--- src/rtl/id_ex_pipe_pkg.sv ---
// Shared field widths and packed-payload layout for the ID/EX pipeline register.
// Layout, LSB first: control bits, ALUOp, opcode, rd, rd1, rd2, imm, pc.
package id_ex_pipe_pkg;

  localparam int ALUOP_W  = 2;
  localparam int OPCODE_W = 11;
  localparam int CTRL_W   = 6;

  localparam int CTRL_LSB   = 0;
  localparam int ALUOP_LSB  = CTRL_LSB + CTRL_W;
  localparam int OPCODE_LSB = ALUOP_LSB + ALUOP_W;
  localparam int RD_LSB     = OPCODE_LSB + OPCODE_W;

  typedef struct packed {
    logic alusrc;
    logic regwrite;
    logic memread;
    logic memwrite;
    logic memtoreg;
    logic branch;
  } ctrl_t;

  function automatic int rd1_lsb(input int reg_w);
    return RD_LSB + reg_w;
  endfunction

  function automatic int rd2_lsb(input int data_w, input int reg_w);
    return rd1_lsb(reg_w) + data_w;
  endfunction

  function automatic int imm_lsb(input int data_w, input int reg_w);
    return rd1_lsb(reg_w) + 2 * data_w;
  endfunction

  function automatic int pc_lsb(input int data_w, input int reg_w);
    return rd1_lsb(reg_w) + 3 * data_w;
  endfunction

  function automatic int payload_w(input int data_w, input int reg_w);
    return rd1_lsb(reg_w) + 4 * data_w;
  endfunction

endpackage

--- src/rtl/id_ex_pipe_skid_buffer.sv ---
// One-stage ready/valid register with a single skid entry; in_ready is a flop
// so upstream never sees a combinational path from out_ready.
module pipe_skid_buffer #(
  parameter int WIDTH = 8
) (
  input  logic             clk,
  input  logic             rst_n,
  input  logic             flush,
  input  logic             in_valid,
  output logic             in_ready,
  input  logic [WIDTH-1:0] in_data,
  output logic             out_valid,
  input  logic             out_ready,
  output logic [WIDTH-1:0] out_data
);

  logic [WIDTH-1:0] main_q, main_d;
  logic [WIDTH-1:0] skid_q, skid_d;
  logic             out_valid_q, out_valid_d;
  logic             skid_valid_q, skid_valid_d;
  logic             in_ready_q, in_ready_d;
  logic             in_xfer;
  logic             main_load;

  assign in_xfer   = in_valid && in_ready_q;
  assign main_load = !out_valid_q || out_ready;

  always_comb begin
    main_d       = main_q;
    skid_d       = skid_q;
    out_valid_d  = out_valid_q;
    skid_valid_d = skid_valid_q;
    if (flush) begin
      // payload registers keep their contents; only the valids are squashed
      out_valid_d  = 1'b0;
      skid_valid_d = 1'b0;
    end else if (main_load) begin
      if (skid_valid_q) begin
        main_d       = skid_q;
        out_valid_d  = 1'b1;
        skid_valid_d = 1'b0;
      end else if (in_xfer) begin
        main_d      = in_data;
        out_valid_d = 1'b1;
      end else begin
        out_valid_d = 1'b0;
      end
    end else if (in_xfer) begin
      skid_d       = in_data;
      skid_valid_d = 1'b1;
    end
    in_ready_d = !skid_valid_d;
  end

  always_ff @(posedge clk or negedge rst_n) begin
    if (!rst_n) begin
      main_q       <= '0;
      skid_q       <= '0;
      out_valid_q  <= 1'b0;
      skid_valid_q <= 1'b0;
      in_ready_q   <= 1'b1;
    end else begin
      main_q       <= main_d;
      skid_q       <= skid_d;
      out_valid_q  <= out_valid_d;
      skid_valid_q <= skid_valid_d;
      in_ready_q   <= in_ready_d;
    end
  end

  assign in_ready  = in_ready_q;
  assign out_valid = out_valid_q;
  assign out_data  = main_q;

endmodule

--- src/rtl/id_ex_pipe.sv ---
// Decode-to-execute pipeline register: packs decoded fields into one vector,
// carries it through a skid buffer, and forces side-effecting controls low on bubbles.
module id_ex_pipe
  import id_ex_pipe_pkg::*;
#(
  parameter int DATA_W = 64,
  parameter int REG_W  = 5
) (
  input  logic                clk,
  input  logic                rst_n,
  input  logic                flush,
  input  logic                in_valid,
  output logic                in_ready,
  input  logic [ALUOP_W-1:0]  in_aluop,
  input  logic [OPCODE_W-1:0] in_opcode,
  input  logic                in_alusrc,
  input  logic                in_regwrite,
  input  logic                in_memread,
  input  logic                in_memwrite,
  input  logic                in_memtoreg,
  input  logic                in_branch,
  input  logic [DATA_W-1:0]   in_rd1,
  input  logic [DATA_W-1:0]   in_rd2,
  input  logic [DATA_W-1:0]   in_imm,
  input  logic [DATA_W-1:0]   in_pc,
  input  logic [REG_W-1:0]    in_rd,
  output logic                out_valid,
  input  logic                out_ready,
  output logic [ALUOP_W-1:0]  out_aluop,
  output logic [OPCODE_W-1:0] out_opcode,
  output logic                out_alusrc,
  output logic                out_regwrite,
  output logic                out_memread,
  output logic                out_memwrite,
  output logic                out_memtoreg,
  output logic                out_branch,
  output logic [DATA_W-1:0]   out_rd1,
  output logic [DATA_W-1:0]   out_rd2,
  output logic [DATA_W-1:0]   out_imm,
  output logic [DATA_W-1:0]   out_pc,
  output logic [REG_W-1:0]    out_rd
);

  localparam int P_W     = payload_w(DATA_W, REG_W);
  localparam int RD1_LSB = rd1_lsb(REG_W);
  localparam int RD2_LSB = rd2_lsb(DATA_W, REG_W);
  localparam int IMM_LSB = imm_lsb(DATA_W, REG_W);
  localparam int PC_LSB  = pc_lsb(DATA_W, REG_W);

  ctrl_t          in_ctrl;
  ctrl_t          out_ctrl;
  logic [P_W-1:0] in_pay;
  logic [P_W-1:0] out_pay;
  logic           valid_int;

  assign in_ctrl = {in_alusrc, in_regwrite, in_memread, in_memwrite, in_memtoreg, in_branch};
  assign in_pay  = {in_pc, in_imm, in_rd2, in_rd1, in_rd, in_opcode, in_aluop, in_ctrl};

  pipe_skid_buffer #(
    .WIDTH(P_W)
  ) u_skid (
    .clk      (clk),
    .rst_n    (rst_n),
    .flush    (flush),
    .in_valid (in_valid),
    .in_ready (in_ready),
    .in_data  (in_pay),
    .out_valid(valid_int),
    .out_ready(out_ready),
    .out_data (out_pay)
  );

  assign out_ctrl   = out_pay[CTRL_LSB +: CTRL_W];
  assign out_aluop  = out_pay[ALUOP_LSB +: ALUOP_W];
  assign out_opcode = out_pay[OPCODE_LSB +: OPCODE_W];
  assign out_rd     = out_pay[RD_LSB +: REG_W];
  assign out_rd1    = out_pay[RD1_LSB +: DATA_W];
  assign out_rd2    = out_pay[RD2_LSB +: DATA_W];
  assign out_imm    = out_pay[IMM_LSB +: DATA_W];
  assign out_pc     = out_pay[PC_LSB +: DATA_W];

  // a bubble must not write registers, touch memory or redirect
  assign out_valid    = valid_int;
  assign out_alusrc   = out_ctrl.alusrc;
  assign out_memtoreg = out_ctrl.memtoreg;
  assign out_regwrite = out_ctrl.regwrite && valid_int;
  assign out_memread  = out_ctrl.memread && valid_int;
  assign out_memwrite = out_ctrl.memwrite && valid_int;
  assign out_branch   = out_ctrl.branch && valid_int;

endmodule

--- config.mk ---
export PLATFORM = sky130hd
export DESIGN_NAME = id_ex_pipe
export DESIGN_NICKNAME = d
export VERILOG_FILES = /design/src/rtl/id_ex_pipe_pkg.sv /design/src/rtl/id_ex_pipe_skid_buffer.sv /design/src/rtl/id_ex_pipe.sv
export SDC_FILE = /design/constraint.sdc
export NUM_CORES = 1
export LEC_CHECK = 0
export BUFFER_PORTS_ARGS = -buffer_cell sky130_fd_sc_hd__buf_2
export CORE_AREA = 10 10 256 258
export DETAILED_ROUTE_END_ITERATION = 6
export DIE_AREA = 0 0 266 268
export PLACE_DENSITY = 0.81
export SETUP_SLACK_MARGIN = 0.1
export SLEW_MARGIN = 25
export SYNTH_ARGS = -nofsm -noshare
export SYNTH_HDL_FRONTEND = slang
export SYNTH_SLANG_ARGS = --single-unit
--- constraint.sdc ---
create_clock -name clk -period 1.7 [get_ports clk]
set_input_delay 0.17 -clock clk [delete_from_list [all_inputs] [get_ports clk]]
set_output_delay 0.17 -clock clk [all_outputs]
set_load 0.01 [all_outputs]
==> results of run 1 <==
## synthesized netlist by cell type
cell,n,share of area [%]
mux2_1,200,8.6
and2_1,4,0.095
buf_2,52,0.99
nor2_4,1,0.043
a21oi_1,1,0.019
dfrtp_1,562,54
or3b_1,1,0.033
buf_4,274,7.8
buf_6,22,0.94
nor3_1,1,0.019
nor2b_1,1,0.024
or2_2,1,0.024
mux2_2,640,27
dfstp_2,1,0.10
or3_1,1,0.024
clkbuf_1,3,0.043
nand2_1,2,0.029
buf_1,15,0.21
inv_1,1,0.014
## area by class of cell
class / instances / area (µm²)
antenna: 6 / 15.01
clock buffer: 86 / 1687
clock inverter: 18 / 219.0
fill: 4220 / 24980
inverter: 1 / 3.754
multi-input combinational: 853 / 10400
sequential: 563 / 14090
tap: 782 / 978.4
timing repair buffer: 988 / 7762
## layer usage
metal | global-route usage, % | share of wire (%) | vias up | wire (µm)
li1 | - | - | 7361 | -
met4 | 9.929 | 4.3 | 2 | 3316
met2 | 35.85 | 51 | 710 | 39720
met1 | 22.79 | 38 | 8850 | 29100
met3 | 5.155 | 6.6 | 207 | 5093
met5 | 0 | 0.017 | - | 13
## through the flow
step / utilization (%) / hold slack, ns
floorplan: - / -0.1256
global placement: 49.23 / 0.05932
detailed placement: 49.23 / 0.05903
CTS: 57.58 / 0.003677
global route: 58.46 / 0.04737
finish: 58.46 / 0.05916
## worst max-delay path: cells and delay by family (launching register included)
| kind | cells | cell delay (ns) |
|---|---|---|
| mux | 1 | 0.30 |
| simple gates | 1 | 0.16 |
| buf+inv | 4 | 0.65 |
| compound gates | 1 | 0.07 |
| flops | 1 | 0.57 |
## sequential cells by signal (all words and copies together), names as in the netlist
register	cells
u_skid.in_ready	1
u_skid.out_valid	1
u_skid.skid_valid_q	1
u_skid.out_data	280
u_skid.skid_q	280
## kinds of logic after synthesis
group                  Yosys count  synth area share (%)
muxes                          840                 36.01
and+or+nand+nor                 12                0.2906
DFF                            563                 53.64
AOI/OAI and AO/OA                1               0.01904
buffers and inverters          367                 10.04
## where the power goes
group          switching (mW)  total, mW  internal, mW  leakage, nW
clock network            5.43       12.9          7.45        0.939
registers                2.15       18.9          16.8         6.77
logic                    3.83       9.15          5.32         8.59
total                    11.4       41.0          29.5         16.3
## worst min-delay path by stage
stage	endpoint
6_report	u_skid.out_valid
3_5_place_dp	u_skid.out_data[131]
2_1_floorplan	u_skid.out_data[0]
5_1_grt	u_skid.skid_q[108]
3_3_place_gp	u_skid.out_data[131]
4_1_cts	u_skid.out_data[131]
## what timing repair did
item,in CTS,in global routing
hold buffers,283,0
setup endpoints to repair,563,567
endpoints found under the hold margin,850,0
cloned,2,13
setup buffers,10,2
gates resized for setup,35,38
==> reports/results.txt, run 1 <==
Outcome = finished, violations left
Failing checks = negative setup slack
Die height = 268 µm
Overall power = 40.95 mW
Vias in the first global route = 19610
Grt total ovfl = 0
Mapped cell area = 26270 µm²
CP arrival = 2.38 ns
Skew-Pair Late Insertion Delay = 0.61 ns
Critical-path cell list = a21oi_4, nor3_2, buf_6, buf_12, buf_16, clkbuf_16, mux2_4
CTS H-tree lvls = 2
Wire per inst = 23.43 µm
Starting Density = 43.68%
Crit. End Element = flop
Place WS = -0.1169 ns
Syn nets = 2068
Num CTS Buffers = 58
Pin slew with the least headroom to its limit = 0.4642 ns
Worst setup SP type = flop
CTS clk-pin slew, worst paths = 0.06 ns
Post-DR vias/cell = 5.196
Pwr/cell area = 1165 nW/µm²
CTS tree = built
Placed Instances = 2877
Hold Path Class = in -> reg
Worst r2r path cells = 7
Largest net degree at the start of global routing = 79
Worst Setup EP = u_skid.out_data[130]
Layout Cells excl Fill = 3297
Routed via count = 17130
Critical Path Max Stage Delay = 0.57 ns
Max-Cap Viols = 0
Setup violations, final = 559
CTS max path bufs = 3
DRT antenna net count = 0
Commonest non-fill, non-tap cell in the layout = buf_2
Area after DPL = 29600 µm²
Final hold vios = 0
Final Slew Violations = 0
Final period util = 112.4%
Row count = 90
Worst Hold Depth = 4
Unrepaired setup endpoints after global routing = yes
Post-synthesis cell type count = 19
IO Port Bufs = 566
Syn Inst Count = 1783
#FFs+latches synth = 563
Worst reg2reg setup slack = -0.21 ns
Total wire length = 77.24 mm
Detailed Route Iter0 Violations = 1132
CP Launch Point = u_skid.in_ready
DRC = 0
Max FO, Critical Path = 8
Root buf cell = clkbuf_16
Hpwl dp = 48.07 mm
Layout Skew = 0.03274 ns
NumNets Final = 2750
Layout cell share with drive strength beyond 1 = 57.75%
Area grow syn2layout = 33.84%
Final setup margin = -0.2104 ns
I/O Pins = 567
Worst slew margin = 69.05%
Worst Hold Launch = out_ready
Final min period = 1.910 ns
FMAX = 0.5235 GHz
Yosys warns = 0
First-pass GRT wire length = 115.8 mm
Commonest cells after routing, fill and taps aside = buf_2 (565), dfrtp_1 (561), mux2_2 (425)
Core Region = 60130 µm²
Clk sinks = 563
TNS Setup = -64.58 ns
Die Width = 266 µm
Initial antenna violation count = 7
Sequential area share after synthesis = 53.64%
CP Class = reg -> reg
Lkg Pwr = 16.29 nW
Capturing point of the worst reg2reg path = u_skid.out_data[130]
Drt first pass iters = 5
GRT Overall Usage = 20.37%
Cell area after layout = 35160 µm²
RePlAce Congestion = 0.8151
Highest-delay cell along the critical path = dfstp_2
Reg-to-Reg Start = u_skid.in_ready
Syn Area/Cell = 14.73 µm²
Worst vdd ir = 0.8722 mV
Required time at the worst-slack endpoint = 2.17 ns
Die area = 71290 µm²
Power figures use the tool's default switching activity.
==> inputs of run 2 (changes only) <==
--- a/config.mk
+++ b/config.mk
@@ -6,10 +6,11 @@
 export NUM_CORES = 1
 export LEC_CHECK = 0
 export BUFFER_PORTS_ARGS = -buffer_cell sky130_fd_sc_hd__buf_2
-export CORE_AREA = 10 10 256 258
+export CORE_AREA = 10 10 253 255
 export DETAILED_ROUTE_END_ITERATION = 6
-export DIE_AREA = 0 0 266 268
-export PLACE_DENSITY = 0.81
+export DIE_AREA = 0 0 263 265
+export PLACE_DENSITY = 0.82
+export RECOVER_POWER = 50
 export SETUP_SLACK_MARGIN = 0.1
 export SLEW_MARGIN = 25
 export SYNTH_ARGS = -nofsm -noshare
==> run 2 against run 1 <==
  * The run still ends with negative setup slack left
  * Maximum frequency grew 2.3%
  * Sequential power is essentially flat
  * Sequential cell count is the same
  * Routed wire length shrank 1.1%
  * Critical path type unchanged
  * Critical endpoint is now u_skid.skid_q[94]
  * Largest cell class unchanged
==> reports/results.txt, run 2 (synthesis gave the netlist of run 1 again) <==
Outcome = finished, violations left
Failing checks = negative setup slack
Die height = 265 µm
CP arrival = 2.34 ns
Hold endpoint = u_skid.in_ready
GRT Overall Usage = 20.86%
Cell area after layout = 34620 µm²
Worst r2r path cells = 6
CTS clk-pin slew, worst paths = 0.06 ns
Final Slew Violations = 0
Max-Cap Viols = 0
Root buf cell = clkbuf_16
Detailed Route Iter0 Violations = 977
CTS H-tree lvls = 2
Max FO, Critical Path = 22
Pwr/cell area = 1185 nW/µm²
Skew-Pair Late Insertion Delay = 0.60 ns
Crit. End Element = flop
Worst setup SP type = flop
Critical-path cell list = buf_4, nand2_1, nor2_4, buf_12, buf_4, mux2_1
Capturing point of the worst reg2reg path = u_skid.skid_q[94]
Final min period = 1.868 ns
IO Port Bufs = 566
Worst Hold Launch = in_valid
CP Class = reg -> reg
Lkg Pwr = 15.94 nW
Clk sinks = 563
Hold Path Class = in -> reg
FMAX = 0.5353 GHz
Routed via count = 16930
Area grow syn2layout = 31.82%
DRT antenna net count = 0
CTS tree = built
Crit path top cell by count = buf_4
Worst vdd ir = 0.9533 mV
RePlAce Congestion = 0.8057
Starting Density = 44.67%
Layout cell share with drive strength beyond 1 = 56.20%
Num CTS Buffers = 58
Commonest non-fill, non-tap cell in the layout = dfrtp_1
Die Width = 263 µm
Worst reg2reg setup slack = -0.17 ns
Layout Cells excl Fill = 3277
Worst slew margin = 49.21%
Die area = 69700 µm²
DRC = 0
Core Region = 58800 µm²
Grt total ovfl = 0
Critical Path Max Stage Delay = 0.55 ns
Layout Skew = 0.01341 ns
Commonest cells after routing, fill and taps aside = dfrtp_1 (561), buf_2 (505), mux2_2 (430)
Setup violations, final = 570
Post-DR vias/cell = 5.165
First-pass GRT wire length = 116.8 mm
Final setup margin = -0.1683 ns
Initial antenna violation count = 8
Final hold vios = 0
Worst Hold Depth = 3
Wire per inst = 23.32 µm
Highest-delay cell along the critical path = dfstp_2
Total wire length = 76.43 mm
Drt first pass iters = 5
Unrepaired setup endpoints after global routing = yes
Hpwl dp = 47.76 mm
Largest net degree at the start of global routing = 83
Overall power = 41.02 mW
Final period util = 109.9%
NumNets Final = 2737
Row count = 89
CTS max path bufs = 3
Placed Instances = 2871
Vias in the first global route = 19820
Pin slew with the least headroom to its limit = 0.7619 ns
Area after DPL = 29500 µm²
I/O Pins = 567
Required time at the worst-slack endpoint = 2.17 ns
Reg-to-Reg Start = u_skid.in_ready
-- run 2: changes by cell type in the layout (fill, tap and decap cells not counted), sizes merged --
cell / change
dlygate4sd3: +2
clkinv: -1
clkbuf: +57
inv: -1
buf: -72
bufinv: +2
clkinvlp: +2
-- run 2: final cells by class --
type                            instances  area (µm²)
Fill cell                            4163       24170
Sequential cell                       563       14090
Multi-Input combinational cell        853       10500
Timing Repair Buffer                  975        7121
Clock buffer                           86        1658
Tap cell                              773       967.2
Clock inverter                         20       269.0
Antenna cell                            6       15.01
Inverter                                1       3.754
-- run 2: worst max-delay path by stage --
stage / startpoint / endpoint / slack [ns] / depth (start not counted)
global placement: u_skid.in_ready / u_skid.out_data[171] / -0.16 / 6
finish: u_skid.in_ready / u_skid.skid_q[94] / -0.17 / 6
global route: u_skid.in_ready / u_skid.out_data[266] / -0.21 / 6
CTS: u_skid.in_ready / u_skid.out_data[113] / -0.15 / 6
floorplan: u_skid.out_valid / u_skid.skid_q[100] / -0.06 / 5
detailed placement: u_skid.out_valid / u_skid.skid_q[153] / -0.16 / 5
-- run 2: critical path, delay by kind of cell (launching register included) --
| family | cells | cell delay, ns |
|---|---|---|
| buffers and inverters | 3 | 0.55 |
| flip-flops | 1 | 0.55 |
| multiplexers | 1 | 0.36 |
| AND/OR/NAND/NOR | 2 | 0.24 |
-- run 2: power breakdown --
group	switching (mW)	leakage, nW	internal [mW]
registers	2.19	6.77	16.8
logic	3.80	8.24	5.25
clock network	5.37	0.937	7.65
total	11.4	15.9	29.7
-- run 2: metal layers --
layer	GRT usage (%)	part of all wire, %	vias to the layer above
met4	9.848	4.4	4
met2	36.90	52	682
met3	5.530	6.4	225
li1	-	-	7319
met1	23.07	37	8695
met5	0	0.043	-
-- run 2: per-stage QoR --
step / utilization [%] / worst slack, ns / hold slack (ns) / setup TNS [ns]
finish: 58.89 / -0.1683 / 0.05013 / -51.82
global route: 58.89 / -0.2094 / 0.05690 / -92.33
CTS: 58.55 / -0.1473 / 0.004868 / -43.11
detailed placement: 50.18 / -0.1560 / 0.04569 / -50.26
global placement: 50.18 / -0.1637 / 0.04443 / -42.96
floorplan: - / -0.06121 / -0.1256 / -12.39
-- run 2: repair_timing --
action / in CTS / in global routing
gates cloned: 0 / 5
setup endpoints to repair: 565 / 573
endpoints found under the hold margin: 907 / 0
hold buffers: 285 / 0
resized for setup: 28 / 48
buffers inserted: 3 / 1
